## src/rtl/regfile_port_arbiter_pkg.sv

```systemverilog
// rtl/regfile_port_arbiter_pkg.sv - shared encodings and types for the register-file port arbiter
package regfile_port_arbiter_pkg;

    localparam int DATA_WIDTH = 8;
    localparam int ADDR_WIDTH = 5;
    localparam int WCMD_WIDTH = 3;

    // Register-file writeCommand encodings
    localparam logic [WCMD_WIDTH-1:0] WCMD_NONE        = 3'b000;
    localparam logic [WCMD_WIDTH-1:0] WCMD_STATUS      = 3'b001;
    localparam logic [WCMD_WIDTH-1:0] WCMD_FILE        = 3'b010;
    localparam logic [WCMD_WIDTH-1:0] WCMD_FILE_STATUS = 3'b011;

    // Special file addresses
    localparam logic [ADDR_WIDTH-1:0] ADDR_INDF   = 5'h00;
    localparam logic [ADDR_WIDTH-1:0] ADDR_STATUS = 5'h03;
    localparam logic [ADDR_WIDTH-1:0] ADDR_FSR    = 5'h04;

    typedef enum logic [1:0] {
        ST_IDLE,
        ST_WAIT,
        ST_GRANT,
        ST_ACK
    } arb_state_t;

    // Debug never produces status side effects: plain file write or nothing
    function automatic logic [WCMD_WIDTH-1:0] dbg_wcmd(input logic we);
        return we ? WCMD_FILE : WCMD_NONE;
    endfunction

endpackage

```

## src/rtl/regfile_port_arbiter_if.sv

```systemverilog
// rtl/regfile_port_arbiter_if.sv - core, debug and register-file port bundle
interface regfile_port_arbiter_if;
    import regfile_port_arbiter_pkg::*;

    // Core side
    logic                  core_valid;
    logic [WCMD_WIDTH-1:0] core_write_cmd;
    logic [ADDR_WIDTH-1:0] core_addr;
    logic [DATA_WIDTH-1:0] core_wdata;
    logic [DATA_WIDTH-1:0] core_rdata;
    logic                  core_stall;

    // Debug/host side
    logic                  dbg_req;
    logic                  dbg_we;
    logic [ADDR_WIDTH-1:0] dbg_addr;
    logic [DATA_WIDTH-1:0] dbg_wdata;
    logic                  dbg_ack;
    logic [DATA_WIDTH-1:0] dbg_rdata;

    // Register-file side
    logic [WCMD_WIDTH-1:0] rf_write_cmd;
    logic [ADDR_WIDTH-1:0] rf_addr;
    logic [DATA_WIDTH-1:0] rf_wdata;
    logic [DATA_WIDTH-1:0] rf_rdata;

    // Arbiter view
    modport slave (
        input  core_valid, core_write_cmd, core_addr, core_wdata,
        output core_rdata, core_stall,
        input  dbg_req, dbg_we, dbg_addr, dbg_wdata,
        output dbg_ack, dbg_rdata,
        output rf_write_cmd, rf_addr, rf_wdata,
        input  rf_rdata
    );

    // Environment view (core, debug host and register file)
    modport master (
        output core_valid, core_write_cmd, core_addr, core_wdata,
        input  core_rdata, core_stall,
        output dbg_req, dbg_we, dbg_addr, dbg_wdata,
        input  dbg_ack, dbg_rdata,
        input  rf_write_cmd, rf_addr, rf_wdata,
        output rf_rdata
    );

endinterface

```

## src/rtl/regfile_starve_counter.sv

```systemverilog
// rtl/regfile_starve_counter.sv - saturating count of denied debug cycles
module regfile_starve_counter #(
    parameter int STARVE_LIMIT = 4,
    parameter int CNT_W        = 4
) (
    input  logic clk,
    input  logic rst,
    input  logic i_clear,
    input  logic i_inc,
    output logic o_limit
);

    logic [CNT_W-1:0] r_cnt;
    logic             w_at_limit;

    assign w_at_limit = (r_cnt == CNT_W'(STARVE_LIMIT));
    assign o_limit    = w_at_limit;

    // Count denied cycles, hold at the limit, clear on grant or abandon
    always_ff @(posedge clk) begin
        if (!rst) begin
            r_cnt <= '0;
        end else if (i_clear) begin
            r_cnt <= '0;
        end else if (i_inc && !w_at_limit) begin
            r_cnt <= r_cnt + CNT_W'(1);
        end
    end

endmodule

```

## src/rtl/regfile_port_arbiter.sv

```systemverilog
// rtl/regfile_port_arbiter.sv - shares the register-file port between core and debug
module regfile_port_arbiter
    import regfile_port_arbiter_pkg::*;
#(
    parameter int STARVE_LIMIT = 4,
    parameter int CNT_W        = 4
) (
    input  logic                   clk,
    input  logic                   rst,
    regfile_port_arbiter_if.slave  bus
);

    arb_state_t            r_state;
    logic                  r_dbg_ack;
    logic [DATA_WIDTH-1:0] r_dbg_rdata;

    logic w_waiting;
    logic w_grant;
    logic w_steal;
    logic w_abort;
    logic w_cnt_inc;
    logic w_cnt_clr;
    logic w_limit;

    // Debug may only take an idle core cycle, except in the forced GRANT slot
    assign w_waiting = (r_state == ST_IDLE) || (r_state == ST_WAIT);
    assign w_steal   = bus.dbg_req && (r_state == ST_GRANT);
    assign w_grant   = (bus.dbg_req && w_waiting && !bus.core_valid) || w_steal;
    assign w_abort   = !bus.dbg_req && ((r_state == ST_WAIT) || (r_state == ST_GRANT));
    assign w_cnt_inc = bus.dbg_req && bus.core_valid && w_waiting;
    assign w_cnt_clr = w_grant || w_abort;

    regfile_starve_counter #(
        .STARVE_LIMIT (STARVE_LIMIT),
        .CNT_W        (CNT_W)
    ) u_starve_counter (
        .clk     (clk),
        .rst     (rst),
        .i_clear (w_cnt_clr),
        .i_inc   (w_cnt_inc),
        .o_limit (w_limit)
    );

    // Port mux: debug owns the port only in its grant cycle; writes are dropped while in reset
    always_comb begin
        bus.rf_write_cmd = WCMD_NONE;
        bus.rf_addr      = bus.core_addr;
        bus.rf_wdata     = bus.core_wdata;
        if (w_grant) begin
            bus.rf_write_cmd = dbg_wcmd(bus.dbg_we);
            bus.rf_addr      = bus.dbg_addr;
            bus.rf_wdata     = bus.dbg_wdata;
        end else if (bus.core_valid) begin
            bus.rf_write_cmd = bus.core_write_cmd;
        end
        if (!rst) begin
            bus.rf_write_cmd = WCMD_NONE;
        end
    end

    // Opportunistic grants only happen with core_valid low, so only the stolen slot stalls
    assign bus.core_stall = w_steal;
    assign bus.core_rdata = bus.rf_rdata;
    assign bus.dbg_ack    = r_dbg_ack;
    assign bus.dbg_rdata  = r_dbg_rdata;

    // Request/grant/ack sequencing with read-data capture at the end of the grant
    always_ff @(posedge clk) begin
        if (!rst) begin
            r_state     <= ST_IDLE;
            r_dbg_ack   <= 1'b0;
            r_dbg_rdata <= '0;
        end else if (w_grant) begin
            r_dbg_rdata <= bus.rf_rdata;
            r_dbg_ack   <= 1'b1;
            r_state     <= ST_ACK;
        end else begin
            case (r_state)
                ST_IDLE: begin
                    if (bus.dbg_req) begin
                        r_state <= ST_WAIT;
                    end
                end
                ST_WAIT: begin
                    if (!bus.dbg_req) begin
                        r_state <= ST_IDLE;
                    end else if (w_limit) begin
                        r_state <= ST_GRANT;
                    end
                end
                ST_GRANT: begin
                    r_state <= ST_IDLE;
                end
                ST_ACK: begin
                    if (!bus.dbg_req) begin
                        r_state   <= ST_IDLE;
                        r_dbg_ack <= 1'b0;
                    end
                end
                default: begin
                    r_state <= ST_IDLE;
                end
            endcase
        end
    end

endmodule
```

## src/flat_wrapper.sv

```systemverilog
// flat-port wrapper written by rule: the top's interface ports become plain ports
module regfile_port_arbiter_flat import regfile_port_arbiter_pkg::*;
#(
    parameter int STARVE_LIMIT = 4,
    parameter int CNT_W        = 4
)
  (clk, rst, bus_core_valid, bus_core_write_cmd, bus_core_addr, bus_core_wdata, bus_core_rdata, bus_core_stall, bus_dbg_req, bus_dbg_we, bus_dbg_addr, bus_dbg_wdata, bus_dbg_ack, bus_dbg_rdata, bus_rf_write_cmd, bus_rf_addr, bus_rf_wdata, bus_rf_rdata);
  regfile_port_arbiter_if bus_i ();
  input  logic clk;
  input  logic rst;
  input wire logic [$bits(bus_i.core_valid)-1:0] bus_core_valid;
  input wire logic [$bits(bus_i.core_write_cmd)-1:0] bus_core_write_cmd;
  input wire logic [$bits(bus_i.core_addr)-1:0] bus_core_addr;
  input wire logic [$bits(bus_i.core_wdata)-1:0] bus_core_wdata;
  output wire logic [$bits(bus_i.core_rdata)-1:0] bus_core_rdata;
  output wire logic [$bits(bus_i.core_stall)-1:0] bus_core_stall;
  input wire logic [$bits(bus_i.dbg_req)-1:0] bus_dbg_req;
  input wire logic [$bits(bus_i.dbg_we)-1:0] bus_dbg_we;
  input wire logic [$bits(bus_i.dbg_addr)-1:0] bus_dbg_addr;
  input wire logic [$bits(bus_i.dbg_wdata)-1:0] bus_dbg_wdata;
  output wire logic [$bits(bus_i.dbg_ack)-1:0] bus_dbg_ack;
  output wire logic [$bits(bus_i.dbg_rdata)-1:0] bus_dbg_rdata;
  output wire logic [$bits(bus_i.rf_write_cmd)-1:0] bus_rf_write_cmd;
  output wire logic [$bits(bus_i.rf_addr)-1:0] bus_rf_addr;
  output wire logic [$bits(bus_i.rf_wdata)-1:0] bus_rf_wdata;
  input wire logic [$bits(bus_i.rf_rdata)-1:0] bus_rf_rdata;
  assign bus_i.core_valid = bus_core_valid;
  assign bus_i.core_write_cmd = bus_core_write_cmd;
  assign bus_i.core_addr = bus_core_addr;
  assign bus_i.core_wdata = bus_core_wdata;
  assign bus_core_rdata = bus_i.core_rdata;
  assign bus_core_stall = bus_i.core_stall;
  assign bus_i.dbg_req = bus_dbg_req;
  assign bus_i.dbg_we = bus_dbg_we;
  assign bus_i.dbg_addr = bus_dbg_addr;
  assign bus_i.dbg_wdata = bus_dbg_wdata;
  assign bus_dbg_ack = bus_i.dbg_ack;
  assign bus_dbg_rdata = bus_i.dbg_rdata;
  assign bus_rf_write_cmd = bus_i.rf_write_cmd;
  assign bus_rf_addr = bus_i.rf_addr;
  assign bus_rf_wdata = bus_i.rf_wdata;
  assign bus_i.rf_rdata = bus_rf_rdata;
  regfile_port_arbiter #(.STARVE_LIMIT(STARVE_LIMIT), .CNT_W(CNT_W)) u_core (.clk(clk), .rst(rst), .bus(bus_i));
endmodule
```

## config.mk

```make
export PLATFORM = sky130hd
export DESIGN_NAME = regfile_port_arbiter_flat
export DESIGN_NICKNAME = d
export VERILOG_FILES = /design/src/rtl/regfile_port_arbiter_pkg.sv /design/src/rtl/regfile_port_arbiter_if.sv /design/src/rtl/regfile_starve_counter.sv /design/src/rtl/regfile_port_arbiter.sv /design/src/flat_wrapper.sv
export SDC_FILE = /design/constraint.sdc
export NUM_CORES = 1
export LEC_CHECK = 0
export ABC_AREA = 0
export CORE_MARGIN = 5
export CORE_UTILIZATION = 35
export CTS_BUF_LIST = sky130_fd_sc_hd__clkbuf_16
export DETAILED_ROUTE_END_ITERATION = 16
export GPL_ROUTABILITY_DRIVEN = 1
export PLACE_DENSITY = 0.85
export SYNTH_ARGS = -nofsm -noshare
export SYNTH_HDL_FRONTEND = slang
export SYNTH_HIERARCHICAL = 1
export SYNTH_SLANG_ARGS = --single-unit
```

## constraint.sdc

```tcl
create_clock -name clk -period 2.2 [get_ports clk]
set_input_delay 0.44 -clock clk [delete_from_list [all_inputs] [get_ports clk]]
set_output_delay 0.44 -clock clk [all_outputs]
set_load 0.01 [all_outputs]
```

Yosys cells after proc, flatten, opt, wreduce, memory -nomap -nowiden. Cells that the tools add are included.

Add/sub/neg operators: 1. Eq/ne operators: 8. Muxes and demuxes: 15. Bitwise operators: 1. Reductions and logical operators: 19.

Operator list (count): $mux 2 (6); $mux 3 (3); $mux 8 (1); $pmux 2 s4 (1); $logic_and 1x1->1 (7); $ne 3x2->1 const B (2); $mux 5 (1); $add 4x1->4 const B (1); $eq 2x2->1 const B (2); $eq 4x3->1 const B (1); $logic_or 1x1->1 (4); $ne 4x3->1 const B (1); $logic_not 1->1 (3); $mux 1 (3); $reduce_and 3->1 (1); $eq 2x1->1 const B (1); $logic_not 2->1 (1); $ne 2x1->1 const B (1); $reduce_and 2->1 (1); $reduce_bool 2->1 (1); $reduce_or 2->1 (1); $not 1->1 (1).

Bits in registers: 15. Input port bits: 42.

Depth between registers and ports, before layout. Gate-level depths: netlist of run 1.

Depth in word-level cells: 7. Mapped depth: 8. Mapped depth without buffers: 7.

By module. The synthesis of run 1 kept the hierarchy.

Modules (own cells, without submodules): regfile_port_arbiter (instances 1, cells each 101, area an instance 919.6 µm², sequential area each 220.2 µm²); regfile_starve_counter (instances 1, cells each 26, area an instance 203.9 µm², sequential area each 80.1 µm²).

Least setup slack after synthesis of run 1. Ideal clock, no wire load.

Path type: register to output. Start point: register u_core.r_state[0]. End point: output bus_rf_wdata[0]. Arrival time: 1.627 ns. Slack: 0.133 ns. Cell stages (with the launch flop): 7. Path buffers: 1. Path through: dfxtp_1 inv_1 ha_1 o21ba_2 o21ai_4 buf_8 mux2_4.

Longest elaborated chain between the ends: 6. Elaborated cells between the ends (all ways): 9. Those cells by class: eq/ne: 2; mux: 1; reduce/logical: 6.

Ends and longest elaborated chain: from (decl) (RTL line regfile_port_arbiter.sv:13) `arb_state_t r_state;`; from (signal assigned) (RTL line regfile_port_arbiter.sv:70) `r_state <= ST_IDLE;`; from (signal assigned) (RTL line regfile_port_arbiter.sv:76) `r_state <= ST_ACK;`; from (signal assigned) (RTL line regfile_port_arbiter.sv:81) `r_state <= ST_WAIT;`; $eq 2x1->1 or $logic_not 2->1 (tied branches) (RTL line regfile_port_arbiter.sv:26) `assign w_waiting = (r_state == ST_IDLE) || (r_state == ST_WAIT);`; $logic_or 1x1->1 (RTL line regfile_port_arbiter.sv:26); $logic_and 1x1->1 (2 in series) (RTL line regfile_port_arbiter.sv:28) `assign w_grant = (bus.dbg_req && w_waiting && !bus.core_valid) || w_steal;`; $logic_or 1x1->1 * (RTL line regfile_port_arbiter.sv:28); $mux 8 * (RTL line regfile_port_arbiter.sv:49) `if (w_grant) begin`; to (decl) (RTL line flat_wrapper.sv:25) `output wire logic [$bits(bus_i.rf_wdata)-1:0] bus_rf_wdata;`.

Mark *: on every way between the ends. The rest lies on a longest branch, timed or not.

Worst setup path in the final report of run 1.
Start point: register u_core.r_state[0]. End point: output bus_rf_wdata[2].

The elaborated chain is that of the path after synthesis.

==> results.py, run 1 <==
metrics = {
    "run_status": {
        "status": "complete, but fails checks",
        "violations": "negative setup slack",
    },
    "placed_design": {
        "dp_hpwl_um": 3183,
        "port_buffers": 75,
        "routabilityCongestion": 0.8167,
        "place_ws_ns": -0.4918,
        "dpl.cell_count": 249,
    },
    "yosys": {
        "netlist_instances": 127,
        "ys_seq_elements": 15,
        "ys_types": 31,
        "yosys.area.top_type": "dfxtp_1",
        "synth_top_area_share_pct": 26.73,
        "yosysSeqAreaShare_pct": 26.73,
        "synth-async-reset-ratio_pct": 0,
        "synth_edf_count": 0,
        "yosys_warnings": 6,
        "ys_top_cells_by_area": "dfxtp_1, o211ai_1, mux2_4",
        "syn_nets": 175,
        "ys.flop_type": "dfxtp_1",
        "synth_area_sq_um": 1124,
        "avgSynthCellArea_sq_um": 8.847,
    },
    "clock_tree": {
        "clk_pin_slew_ns": 0.05,
        "holdBufCountCts": 0,
        "root_buffer": "clkbuf_16",
        "ctsHtreeMaxLevel": 1,
        "cts_tree": "done",
        "clockBufferDepth": 2,
        "clock-sinks": 15,
        "clk_latency_ns": 0.24,
        "cts_made_buffers": 3,
    },
    "job": {
        "drv_cap": 0,
    },
    "sta": {
        "maxSlewHeadroom_pct": 73.04,
        "setup_viol": 13,
        "max_slew.worst_pin.slew_ns": 0.4007,
        "max_freq_mhz": 442.5,
        "fin_skew_ns": 0.001330,
        "hold_viol": 0,
        "rsz0062_at_grt": "true",
        "layout_setup_ws_ns": -0.06008,
        "period_needed_ns": 2.260,
        "post-route-period-util_pct": 102.7,
        "finalMaxSlewViolations": 0,
    },
    "setup_path": {
        "crit_fanout": 7,
        "critical_path_class": "reg -> out",
        "critPathRequiredTime_ns": 1.76,
        "start_kind": "flip-flop",
        "cp-end-kind": "output port",
        "worstPathArrival_ns": 1.82,
    },
    "grt": {
        "grt_first_pass_wirelength_um": 6423,
        "grt_overflow_total": 0,
        "antenna_found_initial": 0,
        "grt.total_usage_pct": 18.91,
        "grt_start_max_net_pins": 12,
        "grt_pass1_vias": 1430,
    },
    "drt": {
        "drtIter0Drc": 69,
        "vias": 1306,
        "routed_wl_um": 4236,
        "first_pass_iters": 4,
        "ant_nets": 0,
        "vias_per_cell": 5.102,
        "drc": 0,
        "routedWlPerCell_um": 16.55,
    },
    "final_layout": {
        "drive_gt1_share_pct": 30.19,
        "antenna_cells": 0,
        "nets": 261,
        "fin_cells": 256,
        "layout-area-overhead-vs-synth_pct": 92.43,
        "nFillCells": 234,
    },
    "floorplanning": {
        "initial_core_util_pct": 36.50,
        "dieArea_sq_um": 4444,
        "die_h_um": 66.66,
        "fp-row-count": 20,
        "io_pins": 76,
        "die_w_um": 66.66,
        "core-area_sq_um": 3078,
    },
    "pwr": {
        "peakVddDrop_v": 0.0004426,
        "p_leak_nw": 0.9069,
        "power_density_nw_per_um2": 795.6,
    },
    "min_path": {
        "worst_hold_path_type": "reg -> reg",
    },
}
==> cell usage after synthesis, types with 2 or more instances <==
| library cell | n |
|---|---|
| nor2_1 | 3 |
| o211ai_1 | 18 |
| nand3_1 | 4 |
| nand2_1 | 4 |
| clkbuf_1 | 4 |
| o21ai_0 | 4 |
| inv_1 | 10 |
| buf_4 | 9 |
| and4_1 | 2 |
| a21oi_1 | 15 |
| mux2_4 | 7 |
| nand2b_1 | 4 |
| dfxtp_1 | 15 |
| mux2_2 | 6 |
| ha_1 | 6 |
==> power breakdown <==
part           leakage [nW]  switching [mW]  internal (mW)
Sequential            0.123          0.0402          0.320
Combinational         0.741           0.445          0.568
Clock                0.0423           0.106          0.240
==> routing by layer <==
metal,vias up,share of wire [%],global-route usage [%]
met5,-,0,0
met4,0,0,3.807
met3,0,5.2,5.565
met2,44,58,38.00
met1,637,37,18.72
li1,625,-,-
==> worst paths after layout <==
path                                                               startpoint                                             to  slack (ns)  cells after the start
worst max-delay path                           u_core/r_state[0]$_SDFFE_PN0P_                                bus_rf_wdata[2]       -0.06                      7
worst max register to register                 u_core/r_state[0]$_SDFFE_PN0P_  u_core/u_starve_counter/r_cnt[2]$_SDFFE_PP0P_        0.38                      9
worst min-delay path            u_core/u_starve_counter/r_cnt[3]$_SDFFE_PP0P_  u_core/u_starve_counter/r_cnt[3]$_SDFFE_PP0P_        0.47                      2
worst min register to register  u_core/u_starve_counter/r_cnt[3]$_SDFFE_PP0P_  u_core/u_starve_counter/r_cnt[3]$_SDFFE_PP0P_        0.47                      2
==> final cells by class <==
cell class | count | area, sq um | share of cell area (%)
repair buffers | 97 | 933.4 | 43.17
multi-input cells | 86 | 747.0 | 34.55
flip-flops and latches | 15 | 305.3 | 14.12
clock buffers | 3 | 75.07 | 3.472
well taps | 44 | 55.05 | 2.546
inverters | 10 | 42.54 | 1.968
clock inverters | 1 | 3.754 | 0.1736
==> cell usage in the layout (no fill, tap or decap), drive strengths merged <==
| cell | Yosys | routed |
|---|---|---|
| clkdlybuf4s50 | 0 | 56 |
| buf | 12 | 36 |
| o211ai | 18 | 18 |
| a21oi | 15 | 15 |
| dfxtp | 15 | 15 |
| mux2 | 13 | 13 |
| inv | 10 | 11 |
| ha | 6 | 6 |
| o21ai | 5 | 5 |
| dlygate4sd2 | 0 | 4 |
| nand3 | 4 | 4 |
| nand2b | 4 | 4 |
| nand2 | 4 | 4 |
| clkbuf | 4 | 3 |
| nor2 | 3 | 3 |
| and4 | 2 | 2 |
| clkdlybuf4s15 | 0 | 1 |
| o21ba | 1 | 1 |
| a2111oi | 1 | 1 |
| nor3b | 1 | 1 |
| o31a | 1 | 1 |
| nor4 | 1 | 1 |
| nor2b | 1 | 1 |
| nand4b | 1 | 1 |
| a41oi | 1 | 1 |
| nand3b | 1 | 1 |
| nor3 | 1 | 1 |
| nand4 | 1 | 1 |
| or3 | 1 | 1 |
==> sequential cells by signal, summed over array words and instances, names as in the netlist <==
name / count
u_core/u_starve_counter/r_cnt: 4
u_core/r_state: 2
u_core/bus.dbg_rdata: 8
u_core/bus.dbg_ack: 1
==> cells by family after synthesis <==
kind of cell / count (synthesis) / share of synthesized area, %
AOI/OAI and AO/OA: 42 / 25.72
adders and majority gates: 6 / 6.681
buffers and inverters: 26 / 12.80
DFF: 15 / 26.73
muxes: 13 / 15.37
and+or+nand+nor: 25 / 12.70
==> worst max-delay path, cell delays in order (launching register included) <==
cell     delay (ns)
dfxtp_4        0.39
inv_4          0.05
ha_4           0.16
o21ba_4        0.20
o21ai_4        0.16
buf_6          0.17
mux2_4         0.31
buf_6          0.12
==> through the flow <==
| step | area, sq um | TNS, ns | hold WS [ns] | util (%) | total power [mW] |
|---|---|---|---|---|---|
| after global placement | 1978 | -6.988 | 0.4501 | 64.27 | 1.196 |
| after detailed placement | 1978 | -7.047 | 0.4635 | 64.27 | 1.234 |
| after CTS | 2096 | -1.599 | 0.4737 | 68.09 | 1.661 |
| after global routing | 2162 | -1.127 | 0.5106 | 70.24 | 1.804 |
| after floorplan | 1124 | 0 | 0.4398 | - | 0.7962 |
| final | 2162 | -0.6457 | 0.4737 | 70.24 | 1.720 |
==> timing repair <==
item | CTS | global route
pin swaps | 2 | 1
gates cloned | 1 | 0
buffers inserted | 2 | 2
setup endpoints to repair | 17 | 15
resized for setup | 80 | 21
No activity file was read; power rests on OpenSTA's default activity.
==> run 2, diff against run 1 <==
--- a/config.mk
+++ b/config.mk
@@ -6,7 +6,7 @@
 export NUM_CORES = 1
 export LEC_CHECK = 0
 export ABC_AREA = 0
-export CORE_MARGIN = 5
+export CORE_MARGIN = 3
 export CORE_UTILIZATION = 35
 export CTS_BUF_LIST = sky130_fd_sc_hd__clkbuf_16
 export DETAILED_ROUTE_END_ITERATION = 16
@@ -16,3 +16,4 @@
 export SYNTH_HDL_FRONTEND = slang
 export SYNTH_HIERARCHICAL = 1
 export SYNTH_SLANG_ARGS = --single-unit
+export TNS_END_PERCENT = 50
==> results.py, run 2 (synthesis gave the netlist of run 1 again) <==
metrics = {
    "run_status": {
        "status": "complete, but fails checks",
        "violations": "negative setup slack",
    },
    "sta": {
        "maxSlewHeadroom_pct": 77.08,
        "max_freq_mhz": 431.3,
        "fin_skew_ns": 0.002553,
        "finalMaxSlewViolations": 0,
        "tns_ns": -1.332,
        "period_needed_ns": 2.319,
        "layout_setup_ws_ns": -0.1188,
        "hold_viol": 0,
        "rsz0062_at_grt": "true",
        "post-route-period-util_pct": 105.4,
        "setup_viol": 13,
        "max_slew.worst_pin.slew_ns": 0.3439,
    },
    "final_layout": {
        "nFillCells": 199,
        "largest_reg_flops": 8,
        "final_util_pct": 74.94,
        "mostFrequentLayoutCells": "clkdlybuf4s50_1, buf_4, o211ai_1",
        "stdcell_area_sq_um": 2173,
        "nets": 262,
        "fin_cells": 255,
        "drive_gt1_share_pct": 30.52,
        "layout-area-overhead-vs-synth_pct": 93.43,
        "antenna_cells": 0,
        "final_common_cell": "clkdlybuf4s50_1",
    },
    "grt": {
        "grt_first_pass_wirelength_um": 6672,
        "grt_start_max_net_pins": 12,
        "antenna_found_initial": 0,
        "grt_overflow_total": 0,
        "grt_pass1_vias": 1355,
        "grt.total_usage_pct": 21.55,
    },
    "drt": {
        "routedWlPerCell_um": 17.22,
        "vias": 1315,
        "vias_per_cell": 5.157,
        "ant_nets": 0,
        "drc": 0,
        "routed_wl_um": 4391,
        "drtIter0Drc": 73,
        "first_pass_iters": 4,
    },
    "floorplanning": {
        "die_w_um": 62.66,
        "dieArea_sq_um": 3926,
        "die_h_um": 62.66,
        "initial_core_util_pct": 38.74,
        "io_pins": 76,
        "core-area_sq_um": 2900,
        "fp-row-count": 19,
    },
    "clock_tree": {
        "holdBufCountCts": 0,
        "cts_made_buffers": 3,
        "clk_latency_ns": 0.25,
        "clock-sinks": 15,
        "clk_pin_slew_ns": 0.05,
        "cts_tree": "done",
        "clockBufferDepth": 2,
        "ctsHtreeMaxLevel": 1,
        "root_buffer": "clkbuf_16",
    },
    "pwr": {
        "p_leak_nw": 0.9158,
        "power_density_nw_per_um2": 808.9,
        "peakVddDrop_v": 0.0005821,
    },
    "setup_path": {
        "start_kind": "flip-flop",
        "cp-end-kind": "output port",
        "critical_path_class": "reg -> out",
        "critPathRequiredTime_ns": 1.76,
        "worstPathArrival_ns": 1.88,
        "crit_fanout": 6,
    },
    "placed_design": {
        "port_buffers": 75,
        "dpl.cell_count": 247,
        "dpl_cell_area_sq_um": 1976,
        "place_ws_ns": -0.5009,
        "dp_hpwl_um": 3255,
        "routabilityCongestion": 0.8608,
    },
    "job": {
        "drv_cap": 0,
    },
    "min_path": {
        "worst_hold_path_type": "reg -> reg",
    },
}
run 2: changes by cell type in the layout (fill, tap and decap cells not counted), sizes merged:
cell | previous run | this run
clkbuf | 3 | 5
inv | 11 | 10
dlygate4sd2 | 4 | 5
buf | 36 | 35
clkdlybuf4s15 | 1 | 0
clkinv | 0 | 1
run 2: power breakdown:
group	internal, mW	switching (mW)
Combinational	0.588	0.464
Sequential	0.317	0.0285
Clock	0.243	0.117
Total	1.15	0.609
run 2: layer usage:
metal  vias up  global-route usage [%]  routed length [um]
met5         -                       0                   0
met2        59                   41.41                2329
met4         0                   5.234                  70
met3         6                   4.676                 248
li1        633                       -                   -
met1       617                   23.64                1743
run 2: critical path, stage by stage, from the launching register on:
cell and delay [ns]:
dfxtp_2 0.33, buf_6 0.12, ha_4 0.15, o21ba_4 0.20, o21ai_4 0.21, clkbuf_16 0.20
mux2_4 0.30, buf_6 0.12
run 2: what timing repair did:
| item | in CTS | in global routing |
|---|---|---|
| endpoints found under the setup margin | 17 | 15 |
| gates resized for setup | 83 | 10 |
| cloned | 1 | 0 |
| setup buffers | 1 | 2 |
| pin swaps | 3 | 3 |
run 2: final timing paths:
path / start / to / slack, ns / cells after the start
min reg2reg: u_core/u_starve_counter/r_cnt[3]$_SDFFE_PP0P_ / u_core/u_starve_counter/r_cnt[3]$_SDFFE_PP0P_ / 0.48 / 2
min: u_core/u_starve_counter/r_cnt[3]$_SDFFE_PP0P_ / u_core/u_starve_counter/r_cnt[3]$_SDFFE_PP0P_ / 0.48 / 2
max: u_core/r_state[0]$_SDFFE_PN0P_ / bus_rf_wdata[5] / -0.12 / 7
max reg2reg: u_core/r_state[0]$_SDFFE_PN0P_ / u_core/u_starve_counter/r_cnt[2]$_SDFFE_PP0P_ / 0.42 / 8
run 2: cell type report:
class | count | area (sq um) | share of cell area [%]
repair buffers | 98 | 962.2 | 44.27
inverters | 10 | 37.54 | 1.727
flip-flops and latches | 15 | 302.8 | 13.93
well taps | 42 | 52.55 | 2.418
clock inverters | 1 | 5.005 | 0.2303
multi-input cells | 86 | 738.2 | 33.97
clock buffers | 3 | 75.07 | 3.454
run 2: per-stage QoR:
step	total power [mW]	hold slack, ns
global placement	1.191	0.4511
detailed placement	1.229	0.4659
finish	1.758	0.4773
floorplan	0.7962	0.4398
global route	1.833	0.5124
CTS	1.685	0.4761
